==> config.mk <==
export PLATFORM = sky130hd
export DESIGN_NAME = forex_edge_ingress
export DESIGN_NICKNAME = d
export VERILOG_FILES = /design/src/rtl/forex_edge_ingress.sv
export SDC_FILE = /design/constraint.sdc
export NUM_CORES = 1
export LEC_CHECK = 0
export ABC_AREA = 1
export CAP_MARGIN = 20
export CORE_MARGIN = 2
export CORE_UTILIZATION = 55
export CTS_CLUSTER_SIZE = 40
export DETAILED_ROUTE_END_ITERATION = 7
export PLACE_DENSITY_LB_ADDON = 0.25
export SLEW_MARGIN = 20
export SYNTH_ARGS = -nofsm -noshare
export SYNTH_HDL_FRONTEND = slang
export SYNTH_SLANG_ARGS = --single-unit
==> constraint.sdc <==
create_clock -name clk -period 8.7 [get_ports clk]
set_input_delay 2.175 -clock clk [delete_from_list [all_inputs] [get_ports clk]]
set_output_delay 2.175 -clock clk [all_outputs]
set_load 0.03 [all_outputs]
==> src/rtl/forex_edge_ingress.sv <==
// forex_edge_ingress: Avalon-MM edge-update queue and run sequencer for the graph engine
// Software stages (src,dst) at addr0 and pushes {src,dst,weight} at addr1 into a FIFO.
// The FIFO drains to the engine over upd_valid/upd_ready; afterwards an engine restart
// pulse (eng_reset) starts a run, and eng_done completes it and bumps run_count.
// Ports:
//   clk, reset                      clock, synchronous active-high reset
//   chipselect, write, read         Avalon strobes
//   address[2:0], writedata[31:0]   register index / write data
//   readdata[31:0]                  registered read data (valid 1 cycle after read)
//   upd_valid, upd_src, upd_dst,
//   upd_w, upd_ready                edge-update stream to the engine (head of FIFO)
//   eng_reset                       engine restart pulse
//   eng_done                        engine run complete
//   irq                             completion interrupt
// Optional: define FOREX_IRQ_EN to enable the masked, registered completion interrupt.
module forex_edge_ingress #(
  parameter int VTX_W = 4,
  parameter int WT_W  = 32,
  parameter int DEPTH = 8
) (
  input  logic                clk,
  input  logic                reset,
  input  logic                chipselect,
  input  logic                write,
  input  logic                read,
  input  logic [2:0]          address,
  input  logic [31:0]         writedata,
  output logic [31:0]         readdata,
  output logic                upd_valid,
  output logic [VTX_W-1:0]    upd_src,
  output logic [VTX_W-1:0]    upd_dst,
  output logic [WT_W-1:0]     upd_w,
  input  logic                upd_ready,
  output logic                eng_reset,
  input  logic                eng_done,
  output logic                irq
);
  localparam int AW = $clog2(DEPTH);
  localparam int EW = 2 * VTX_W + WT_W;
  typedef enum logic [1:0] {IDLE, DRAIN, RESTART, RUN} state_t;
  state_t state, state_nx;
  logic [EW-1:0] mem [DEPTH];
  logic [AW-1:0] wp, rp;
  logic [AW:0] count, count_nx;
  logic [VTX_W-1:0] stg_src, stg_dst;
  logic auto_run, run_pending, overflow, done_sticky, irq_mask, rst_q;
  logic [31:0] run_count, rd_val;
  logic wr_en, ctl, push_req, full, push, pop, run_done;
  assign wr_en    = chipselect && write;
  assign ctl      = wr_en && address == 3'd2;
  assign push_req = wr_en && address == 3'd1;
  assign full     = count == (AW + 1)'(DEPTH);
  assign push     = push_req && !full;
  assign pop      = upd_valid && upd_ready;
  assign run_done = state == RUN && eng_done;
  assign count_nx = count + (AW + 1)'(push) - (AW + 1)'(pop);
  assign {upd_src, upd_dst, upd_w} = mem[rp];
  // DRAIN leaves as soon as the FIFO will be empty after this cycle's pop,
  // so upd_valid never shows a dead cycle at the end of a drain.
  always_comb begin
    state_nx  = state;
    upd_valid = 1'b0;
    eng_reset = reset || rst_q;
    case (state)
      IDLE:    state_nx = count != 0 ? DRAIN : run_pending ? RESTART : IDLE;
      DRAIN: begin
        upd_valid = count != 0;
        if (count_nx == 0) state_nx = (auto_run || run_pending) ? RESTART : IDLE;
      end
      RESTART: begin
        eng_reset = 1'b1;
        state_nx  = RUN;
      end
      RUN:     state_nx = eng_done ? IDLE : RUN;
      default: state_nx = IDLE;
    endcase
  end
  assign rd_val = address == 3'd3 ? {10'd0, run_pending, done_sticky, state != IDLE, overflow,
                                     full, count == 0, 16'(count)} :
                  address == 3'd4 ? run_count :
                  address == 3'd2 ? {28'd0, irq_mask, 2'd0, auto_run} : 32'd0;
  always_ff @(posedge clk)
    if (push) mem[wp] <= {stg_src, stg_dst, writedata[WT_W-1:0]};
  // Later assignments win: an overflow on the clearing write stays set, and a
  // run_req coinciding with the completing eng_done keeps run_pending for another run.
  always_ff @(posedge clk) begin
    rst_q <= reset;
    if (reset) begin
      state       <= IDLE;
      wp          <= '0;
      rp          <= '0;
      count       <= '0;
      stg_src     <= '0;
      stg_dst     <= '0;
      auto_run    <= 1'b0;
      run_pending <= 1'b0;
      overflow    <= 1'b0;
      done_sticky <= 1'b0;
      run_count   <= '0;
      readdata    <= '0;
    end else begin
      state <= state_nx;
      count <= count_nx;
      if (push) wp <= wp + 1'b1;
      if (pop) rp <= rp + 1'b1;
      if (wr_en && address == 3'd0) {stg_src, stg_dst} <= writedata[2*VTX_W-1:0];
      if (ctl) auto_run <= writedata[0];
      if (ctl && writedata[2]) {overflow, done_sticky} <= 2'b00;
      if (push_req && full) overflow <= 1'b1;
      if (run_done) begin
        run_count   <= run_count + 1'b1;
        done_sticky <= 1'b1;
        run_pending <= 1'b0;
      end
      if (ctl && writedata[1]) run_pending <= 1'b1;
      if (chipselect && read) readdata <= rd_val;
    end
  end
`ifdef FOREX_IRQ_EN
  always_ff @(posedge clk)
    if (reset) {irq_mask, irq} <= 2'b00;
    else begin
      if (ctl) irq_mask <= writedata[3];
      irq <= done_sticky && irq_mask;
    end
`else
  assign irq_mask = 1'b0;
  assign irq      = 1'b0;
`endif
endmodule

# [Word level (Yosys, flattened, before mapping)]
# Memory sizes are Yosys's and may differ from the RTL's. A register that Yosys moved wholly into a read port is not among the register bits.
# Index checks and enable logic that the tools add are counted.
[op_classes] n_mux=20 n_reduce_logical=23 n_eq_ne=9 n_addsub=5
[op_table] cell="$mux W32" count=2
[op_table] cell="$add A32 B1 Y32 const B" count=1
[op_table] cell="$logic_and A1 B1 Y1" count=11
[op_table] cell="$mux W1" count=10
[op_table] cell="$mux W2" count=5
[op_table] cell="$logic_not A4 Y1" count=2
[op_table] cell="$pmux W2 S4" count=1
[op_table] cell="$reduce_bool A2 Y1" count=4
[op_table] cell="$add A3 B1 Y3 const B" count=2
[op_table] cell="$eq A3 B2 Y1 const B" count=2
[op_table] cell="$mux W3" count=2
[op_table] cell="$add A4 B1 Y4" count=1
[op_table] cell="$eq A2 B2 Y1 const B" count=2
[op_table] cell="$eq A4 B4 Y1 const B" count=1
[op_table] cell="$reduce_bool A4 Y1" count=1
[op_table] cell="$sub A4 B1 Y4" count=1
[op_table] cell="$eq A3 B1 Y1 const B" count=1
[op_table] cell="$eq A3 B3 Y1 const B" count=1
[op_table] cell="$logic_not A3 Y1" count=1
[op_table] cell="$eq A2 B1 Y1 const B" count=1
[op_table] cell="$logic_not A2 Y1" count=1
[op_table] cell="$logic_or A1 B1 Y1" count=2
[op_table] cell="$ne A2 B2 Y1 const B" count=1
[op_table] cell="$logic_not A1 Y1" count=1
[word_totals] mem_bits_rw=320 ff_bits=89 mem_count=1
[mem_list] name="mem" words=8 word_bits=40 rd=1 rd_clocked_by_memory_dff=1 wr=1 line_no="42" text="logic [EW-1:0] mem [DEPTH];"

# [Depth between registers and ports, before layout]
# Gate-level depths: netlist of the first run.
[depth] depth_word=8 ltp_mapped=17 ltp_nobuf=17

# [Worst setup path after synthesis of the first run]
# Ideal clock, no wire load.
[synth_path] path_kind="input to register" start="input chipselect" end="memory mem[6][0] in the netlist's numbering (enable)" path_slack_ns=2.617 setup_time_ns=0.487 arrival_time_ns=5.596 path_buffers=0 required_time_ns=8.213 stages=6 path_cell_list="nand2_1 nor2_1 nand3_1 nor2_1 nand2_1 nor3_1"
[synth_via] elab_chain_cells=5
[synth_rtl] element="start, declared" line_no="23" text="input logic chipselect,"
[synth_rtl] element="$logic_and A1 B1 Y1" line_no="49" text="assign wr_en = chipselect && write;"
[synth_rtl] element="$logic_and A1 B1 Y1" line_no="51" text="assign push_req = wr_en && address == 3'd1;"
[synth_rtl] element="$logic_and A1 B1 Y1" line_no="53" text="assign push = push_req && !full;"
[synth_rtl] element="$mux W1" line_no="83" text="if (push) mem[wp] <= {stg_src, stg_dst, writedata[WT_W-1:0]};"
[synth_rtl] element="$mux W1 (implied by the code)" line_no="83"
[synth_rtl] element="end, declared" line_no="42"
# Every way passes these cells.

==> reports/metrics.cfg, run 1 <==
[outcome]
status = finished clean

[synth]
yosys.area_share.simple_pct = 15.16
ys_seq_area_share_pct = 68.66
synth_top_cell_area_share_pct = 57.61
synth_edf_count = 320
synth_xor_area_share_pct = 0.3151
netlist-cell-type-count = 38
yosys_warnings = 0
async_flop_share_pct = 0
synth_largest_area_cell = edfxtp_1
syn_inst = 1571
synthMuxAreaShare_pct = 0
avgSynthCellArea_sq_um = 10.62
ys.flop_type = edfxtp_1
syn_nets = 1622
synth_top_family_by_area = simple AND/OR/NAND/NOR gates
synth_compound_area_share_pct = 11.16
ys_ff_latch = 412
synth_area_leaders = edfxtp_1 (58%), dfxtp_1 (11%), nor2_1 (6.9%), o21ai_0 (6.3%), nand2_1 (5.6%)
synth.cell_area_sq_um = 16680
yosys.area_share.adder_pct = 0.7202

[clock_network]
hold_buffers = 0
root_buffer = clkbuf_16
cts.sinks = 412
clk_latency_ns = 0.52
cts_tree = built
htreeDepth = 2
path_clk_slew_ns = 0.06
cts_buffers = 42
cts_setup_buffers = 0
cts_buffer_depth = 3
cts.repair.resized = 0

[power_and_ir_drop]
power.density_nw_per_um2 = 205.8
p_leak_nw = 6.872
vdd_ir_drop_max_uv = 162.2

[detailed_routing]
ant_nets = 0
routed_via_density = 5.556
vias = 11612
firstDrtPassIters = 5
drcViolationCount = 0
wl_microns = 36580
wl_per_cell_microns = 17.50
drt_iter0_markers = 1162

[sta]
hold_ws_ns = 0.4715
post-route-period-util_pct = 71.61
skew_ns = 0.009957
setup_viol = 0
tightest_slew_ns = 0.9999
drv_slew = 0
slew_headroom_pct = 33.34
min_period_ns = 6.230
finalHoldViolCount = 0
fmax_mhz = 160.5
final.setup.tns_ns = 0
rsz0062_at_grt = false

[run]
cap_violations = 0

[floorplan]
die_area_sq_um = 31730
initial_utilization_pct = 56.12
die_x_microns = 178.1
die_h_microns = 178.1
placementRows = 63
core_area_sq_um = 29720
pin_count = 117

[setup_path]
required_ns = 6.53
crit_arrival_ns = 4.06
worst-setup-path-type = flop to output pin
start_kind = flop
cp_max_fo = 81
end_kind = output pin

[finish]
area_delta_synth_final_pct = 16.87
final_common_cell = edfxtp_1
drive_gt1_share_pct = 6.118
num_antenna_cells = 0
nNetsFinal = 1719
sequential_cell_area_sq_um = 11460
multi_input_area_sq_um = 4612
nFillCells = 2231
mostFrequentLayoutCells = edfxtp_1 (320), nor2_1 (305), nand2_1 (249)

[placement]
hpwlAfterDp_microns = 20080
globalplace.congestion = 0.8509
place.port_buffers = 115

[worst_hold_path]
hold_class = flop to flop

[grt]
antenna_found_initial = 0
grt_pass1_vias = 11082
globalRouteOverflowTotal = 0
grt_max_degree = 98
grt_pass1_wl_microns = 57400
grtUsageTotal_pct = 23.19

==> through the flow <==
stage	instances	setup slack [ns]	util (%)	power (mW)	instance area [sq um]
final	2090	2.470	65.59	4.011	19490
after CTS	2090	2.491	65.59	4.031	19490
after global routing	2090	2.324	65.59	4.125	19490
after floorplan	1571	2.617	-	2.238	16680
after global placement	2014	2.716	61.08	2.303	18150
after detailed placement	2014	2.741	61.08	2.306	18150
==> synthesized netlist by cell type, types with 10 or more instances <==
cell / number
edfxtp_1: 320
nor2_1: 307
nand2_1: 249
o21ai_0: 209
dfxtp_1: 92
a21oi_1: 89
inv_1: 79
clkbuf_1: 46
a31oi_1: 42
nand3_1: 30
buf_2: 21
nand4_1: 10
==> logic make-up after synthesis <==
group                      count (synthesis)
DFF                                      412
buffers and inverters                    163
other                                      1
AOI/OAI and AO/OA                        358
xor gates and xnor gates                   6
and+or+nand+nor                          622
adders and majority gates                  9
==> path summary, 6_finish.rpt <==
check	startpoint	slack, ns	cells after the start	to
worst max register to register	count[2]$_SDFF_PP0_	5.76	8	mem[5][11]$_DFFE_PP_
worst min register to register	overflow$_SDFFE_PP0P_	0.47	2	overflow$_SDFFE_PP0P_
worst max-delay path	flop	2.47	7	upd_dst[3]
worst min-delay path	overflow$_SDFFE_PP0P_	0.47	2	overflow$_SDFFE_PP0P_
==> sequential cells by signal, indices dropped and copies added, names as in the netlist, 2 cells and up, named ones only <==
signal,cells
stg_dst,4
rp,3
readdata,32
state,2
run_count,32
stg_src,4
count,4
mem,320
wp,3
==> area by class of cell <==
type	count	area share [%]
Multi-Input combinational cell	996	23.66
Timing Repair Buffer	132	6.560
Sequential cell	412	58.77
Inverter	84	1.630
Clock inverter	23	1.059
Clock buffer	53	5.816
Tap cell	390	2.503
==> worst max-delay path: stages, from the launching register on <==
cell and delay (ns):
dfxtp_2 0.31, buf_4 0.74, inv_2 0.62, buf_4 0.49, nor2_1 0.18, o21ai_0 0.10, a31oi_1 0.32, clkdlybuf4s50_1 0.73
==> metal layers <==
metal	up-vias	part of all wire [%]	wire length (microns)	track usage (%)
li1	5616	-	-	-
met1	5584	43	15710	30.90
met2	352	49	18000	39.28
met3	60	5.7	2073	3.751
met4	0	2.2	795	7.206
met5	-	0	0	0
==> power breakdown <==
group | switching [mW] | leakage, nW | internal [mW]
combinational | 0.0797 | 2.57 | 0.0487
clock | 0.706 | 0.662 | 1.04
sequential | 0.00960 | 3.64 | 2.13
No activity file was read; power rests on OpenSTA's default activity.
==> run 2: changes to the inputs <==
- CORE_UTILIZATION: 55 -> 53
- clock period: 8.7 -> 5.3 ns (I/O delays scaled with it)
==> run 2 against run 1 <==
Non-clock buffer count is 4 higher. Clock power up 84%. Sequential share of layout area shrank 0.64 points. Total power up 73%. Flip-flop and latch count unchanged. Worst setup slack worse by 1.7 ns. Critical endpoint is now upd_src[1]. Highest routed layer unchanged.
==> reports/metrics.cfg, run 2 (synthesized netlist as in run 1, its figures left out) <==
[setup_path]
start_kind = flop
timing.rr.start = count[2]$_SDFF_PP0_
r2r_end = state[1]$_SDFFE_PP0P_
crit_arrival_ns = 3.19  ; -0.87 ns
cp_slowest_cell = clkdlybuf4s50_1
worst-setup-path-type = flop to output pin
cp_max_fo = 80  ; -1.2%
required_ns = 3.97  ; -2.56 ns
ff2ff_path_depth = 17  ; +9
end_kind = output pin
r2r_slack_ns = 2.45  ; -3.31 ns
slowest_delay_ns = 0.75  ; about the same
crit_top_cell = o21ai_0
path_cells = buf_4, o21ai_0, o21ai_0, a21oi_1, a31oi_1, clkdlybuf4s50_1

[grt]
antenna_found_initial = 0  ; unchanged
grt_max_degree = 161  ; +64%
grt_pass1_vias = 11339  ; +2.3%
grtUsageTotal_pct = 22.09  ; -1.1 points
grt_pass1_wl_microns = 57890  ; +0.85%
globalRouteOverflowTotal = 0  ; unchanged

[detailed_routing]
routed_via_density = 5.424  ; -2.4%
drcViolationCount = 0  ; unchanged
vias = 11368  ; -2.1%
firstDrtPassIters = 5  ; unchanged
wl_microns = 36050  ; -1.4%
wl_per_cell_microns = 17.20  ; -1.7%
ant_nets = 0  ; unchanged
drt_iter0_markers = 961  ; -17%

[finish]
drive_gt1_share_pct = 6.706  ; +0.59 points
area_delta_synth_final_pct = 18.16
fin_util_pct = 64.09  ; -1.5 points
nNetsFinal = 1722  ; +0.17%
final_common_cell = edfxtp_1
largest_reg_flops = 320  ; unchanged
top_register = mem
num_antenna_cells = 0  ; unchanged
nFillCells = 2385  ; +6.9%
final_area_sq_um = 19710  ; +1.1%
mostFrequentLayoutCells = edfxtp_1 (320), nor2_1 (305), nand2_1 (249)
top_regs = mem (320), readdata (32), run_count (32)

[sta]
finalHoldViolCount = 0  ; unchanged
fmax_mhz = 221.5
post-route-period-util_pct = 85.19
hold_ws_ns = 0.4677  ; -0.003766 ns
tightest_slew_ns = 1.005  ; +0.005153 ns
final.setup.tns_ns = 0  ; unchanged
drv_slew = 0  ; unchanged
min_period_ns = 4.515
slew_headroom_pct = 32.90  ; -0.44 points
rsz0062_at_grt = false
skew_ns = 0.01808  ; +0.008119 ns
setup_viol = 0  ; unchanged

[clock_network]
cts_buffer_depth = 3  ; unchanged
root_buffer = clkbuf_16
htreeDepth = 2  ; unchanged
cts.sinks = 412  ; unchanged
cts.repair.resized = 0  ; unchanged
path_clk_slew_ns = 0.06  ; about the same
clk_latency_ns = 0.53  ; about the same
cts_tree = built
hold_buffers = 0  ; unchanged
cts_setup_buffers = 0  ; unchanged
cts_buffers = 41  ; -2.4%

[floorplan]
initial_utilization_pct = 54.24  ; -1.9 points
die_h_microns = 181.4  ; +1.8%
core_area_sq_um = 30750  ; +3.5%
die_x_microns = 181.4  ; +1.8%
pin_count = 117  ; unchanged
die_area_sq_um = 32900  ; +3.7%
placementRows = 64  ; +1.6%

[placement]
dpl-instance-area_sq_um = 18200  ; +0.28%
hpwlAfterDp_microns = 19780  ; -1.4%
place.port_buffers = 115  ; unchanged
globalplace.congestion = 0.8700  ; +2.2%

[power_and_ir_drop]
power.density_nw_per_um2 = 351.1  ; +71%
p_leak_nw = 6.952  ; +1.2%
vdd_ir_drop_max_uv = 221.3  ; +36%

[outcome]
status = finished clean

[worst_hold_path]
hp-start = overflow$_SDFFE_PP0P_
whs_endpoint = overflow$_SDFFE_PP0P_
hold_class = flop to flop
holdPathStages = 2  ; unchanged

[run]
cap_violations = 0  ; unchanged

run 2: cell type report:
cell class / instances / area [sq um] / share of cell area (%)
clock buffer: 51 / 1116 / 5.663
clock inverter: 21 / 387.9 / 1.968
timing repair buffer: 136 / 1321 / 6.704
sequential: 412 / 11460 / 58.14
multi-input combinational: 996 / 4612 / 23.40
tap: 396 / 495.5 / 2.514
inverter: 84 / 317.8 / 1.613
run 2: through the flow:
step	setup slack, ns	std cells	power, mW
3_3_place_gp	1.291	2024	3.782
2_1_floorplan	0.06696	1571	3.674
4_1_cts	0.8602	2096	6.962
6_report	0.7847	2096	6.918
3_5_place_dp	1.137	2024	3.786
5_1_grt	0.6702	2096	7.118
run 2: worst max-delay path by stage:
stage	startpoint	endpoint	slack, ns	depth (start not counted)
floorplan	chipselect	mem[6][0]$_DFFE_PP_	0.07	6
global placement	chipselect	state[1]$_SDFFE_PP0P_	1.29	17
detailed placement	chipselect	state[1]$_SDFFE_PP0P_	1.14	17
CTS	flop	upd_w[6]	0.86	7
global route	flop	upd_src[0]	0.67	6
finish	flop	upd_src[1]	0.78	6
run 2: critical path: cells and delay by family (launching register included):
family	cells	cell delay [ns]
AOI/OAI and AO/OA	4	0.81
buffers and inverters	2	1.42
DFF	1	0.33
run 2: report_power, final:
part	total, mW	internal (mW)	switching, mW
Sequential	3.51	3.49	0.0147
Clock	3.20	2.03	1.17
Combinational	0.211	0.0801	0.131
Total	6.92	5.60	1.32
run 2: metal layers:
layer  GRT usage, %  share of wire [%]
met5              0                  0
met4          6.862                2.1
met3          3.530                6.1
met2          38.54                 49
met1          28.50                 42
==> run 3: changes to the inputs <==
- CORE_ASPECT_RATIO: unset -> 1.25
==> run 3 against run 2 <==
Clock power shrank 19%. Non-clock buffer count shrank 2. Combinational power is essentially flat. Die area is essentially flat. Wire length grew 0.75%. Worst hold slack gained 0.015 ns. Register-to-register slack gained 0.04 ns. Cell area shrank 1.6%.
==> reports/metrics.cfg, run 3 (synthesized netlist as in run 1, its figures left out) <==
[grt]
grtUsageTotal_pct = 22.12  ; +0.030 points
grt_max_degree = 161  ; unchanged
grt_pass1_vias = 11114  ; -2.0%
globalRouteOverflowTotal = 0  ; unchanged
antenna_found_initial = 0  ; unchanged
grt_pass1_wl_microns = 57490  ; -0.69%

[setup_path]
crit_arrival_ns = 3.28  ; +0.09 ns
required_ns = 3.97  ; about the same
cp_max_fo = 49  ; -39%
start_kind = flop
worst-setup-path-type = flop to output pin
end_kind = output pin

[placement]
place.port_buffers = 115  ; unchanged
globalplace.congestion = 0.8942  ; +2.8%
place_inst = 2033  ; +0.44%
hpwlAfterDp_microns = 20400  ; +3.1%

[finish]
mostFrequentLayoutCells = edfxtp_1 (320), nor2_1 (305), nand2_1 (249)
largest_reg_flops = 320  ; unchanged
nFillCells = 2490  ; +4.4%
top_regs = mem (320), readdata (32), run_count (32)
drive_gt1_share_pct = 6.206  ; -0.50 points
nNetsFinal = 1717  ; -0.29%
sequential_cell_area_sq_um = 11460  ; unchanged
area_delta_synth_final_pct = 16.28
final_common_cell = edfxtp_1
finalNonFillerCells = 2099  ; +0.14%
num_antenna_cells = 0  ; unchanged
multi_input_area_sq_um = 4612  ; unchanged
top_register = mem

[power_and_ir_drop]
power.density_nw_per_um2 = 325.8  ; -7.2%
p_leak_nw = 6.802  ; -2.2%
vdd_ir_drop_max_uv = 192.9  ; -13%

[outcome]
status = finished clean

[clock_network]
cts.repair.resized = 0  ; unchanged
path_clk_slew_ns = 0.06  ; about the same
cts_buffers = 38  ; -7.3%
cts_tree = built
htreeDepth = 2  ; unchanged
root_buffer = clkbuf_16
cts_buffer_depth = 3  ; unchanged
clk_latency_ns = 0.53  ; about the same
cts.sinks = 412  ; unchanged
cts_setup_buffers = 0  ; unchanged
hold_buffers = 0  ; unchanged

[worst_hold_path]
hold_class = flop to flop

[detailed_routing]
drt_iter0_markers = 746  ; -22%
routed_via_density = 5.464  ; +0.74%
firstDrtPassIters = 5  ; unchanged
wl_per_cell_microns = 17.30  ; +0.61%
wl_microns = 36320  ; +0.75%
drcViolationCount = 0  ; unchanged
ant_nets = 0  ; unchanged
vias = 11468  ; +0.88%

[floorplan]
die_h_microns = 202.3  ; +12%
die_area_sq_um = 32910  ; about the same
placementRows = 72  ; +13%
initial_utilization_pct = 53.82  ; -0.42 points
die_x_microns = 162.7  ; -10%
core_area_sq_um = 30990  ; +0.78%
pin_count = 117  ; unchanged

[sta]
finalHoldViolCount = 0  ; unchanged
fmax_mhz = 217.1  ; -2.0%
final.setup.tns_ns = 0  ; unchanged
drv_slew = 0  ; unchanged
setup_viol = 0  ; unchanged
skew_ns = 0.01449  ; -0.003588 ns
slew_headroom_pct = 34.08  ; +1.2 points
min_period_ns = 4.606  ; +0.09065 ns
post-route-period-util_pct = 86.91  ; +1.7 points
tightest_slew_ns = 0.9874  ; -0.01772 ns
rsz0062_at_grt = false

[run]
cap_violations = 0  ; unchanged

run 3: cell type report:
| cell class | instances | share of cell area [%] |
|---|---|---|
| Clock inverter | 16 | 0.7290 |
| Inverter | 84 | 1.639 |
| Clock buffer | 50 | 5.348 |
| Sequential cell | 412 | 59.08 |
| Timing Repair Buffer | 134 | 6.800 |
| Tap cell | 407 | 2.626 |
| Multi-Input combinational cell | 996 | 23.78 |
run 3: stage by stage:
step / power [mW] / area (sq um) / worst slack (ns) / util (%) / hold WS, ns
2_1_floorplan: 3.674 / 16680 / 0.06696 / - / 0.4391
3_3_place_gp: 3.784 / 18220 / 1.275 / 58.78 / 0.4517
4_1_cts: 6.369 / 19390 / 0.6887 / 62.58 / 0.4799
5_1_grt: 6.500 / 19390 / 0.4684 / 62.58 / 0.4966
3_5_place_dp: 3.787 / 18220 / 1.162 / 58.78 / 0.4707
6_report: 6.319 / 19390 / 0.6940 / 62.58 / 0.4824
run 3: power by group:
group | switching [mW] | internal (mW)
clock network | 1.12 | 1.48
logic | 0.132 | 0.0801
registers | 0.0136 | 3.49
run 3: worst paths after layout:
check | from | endpoint | cells past startpoint | slack (ns)
setup reg to reg | count[2]$_SDFF_PP0_ | state[1]$_SDFFE_PP0P_ | 17 | 2.49
hold reg to reg | done_sticky$_SDFFE_PP0P_ | done_sticky$_SDFFE_PP0P_ | 2 | 0.48
setup / recovery | flop | upd_w[21] | 6 | 0.69
hold / removal | done_sticky$_SDFFE_PP0P_ | done_sticky$_SDFFE_PP0P_ | 2 | 0.48
run 3: per-layer routing:
| layer | track usage [%] | routed length, microns | vias up |
|---|---|---|---|
| met5 | 0 | 0 | - |
| met4 | 8.217 | 1055 | 0 |
| met3 | 3.612 | 1772 | 80 |
| met2 | 39.39 | 18660 | 292 |
| met1 | 27.02 | 14840 | 5505 |
| li1 | - | - | 5591 |
run 3: critical path: stages, from the launching register on:
cell             delay [ns]
dfxtp_2                0.74
buf_4                  0.58
o21ai_0                0.18
o21ai_0                0.23
a21oi_1                0.06
a31oi_1                0.23
clkdlybuf4s50_1        0.72
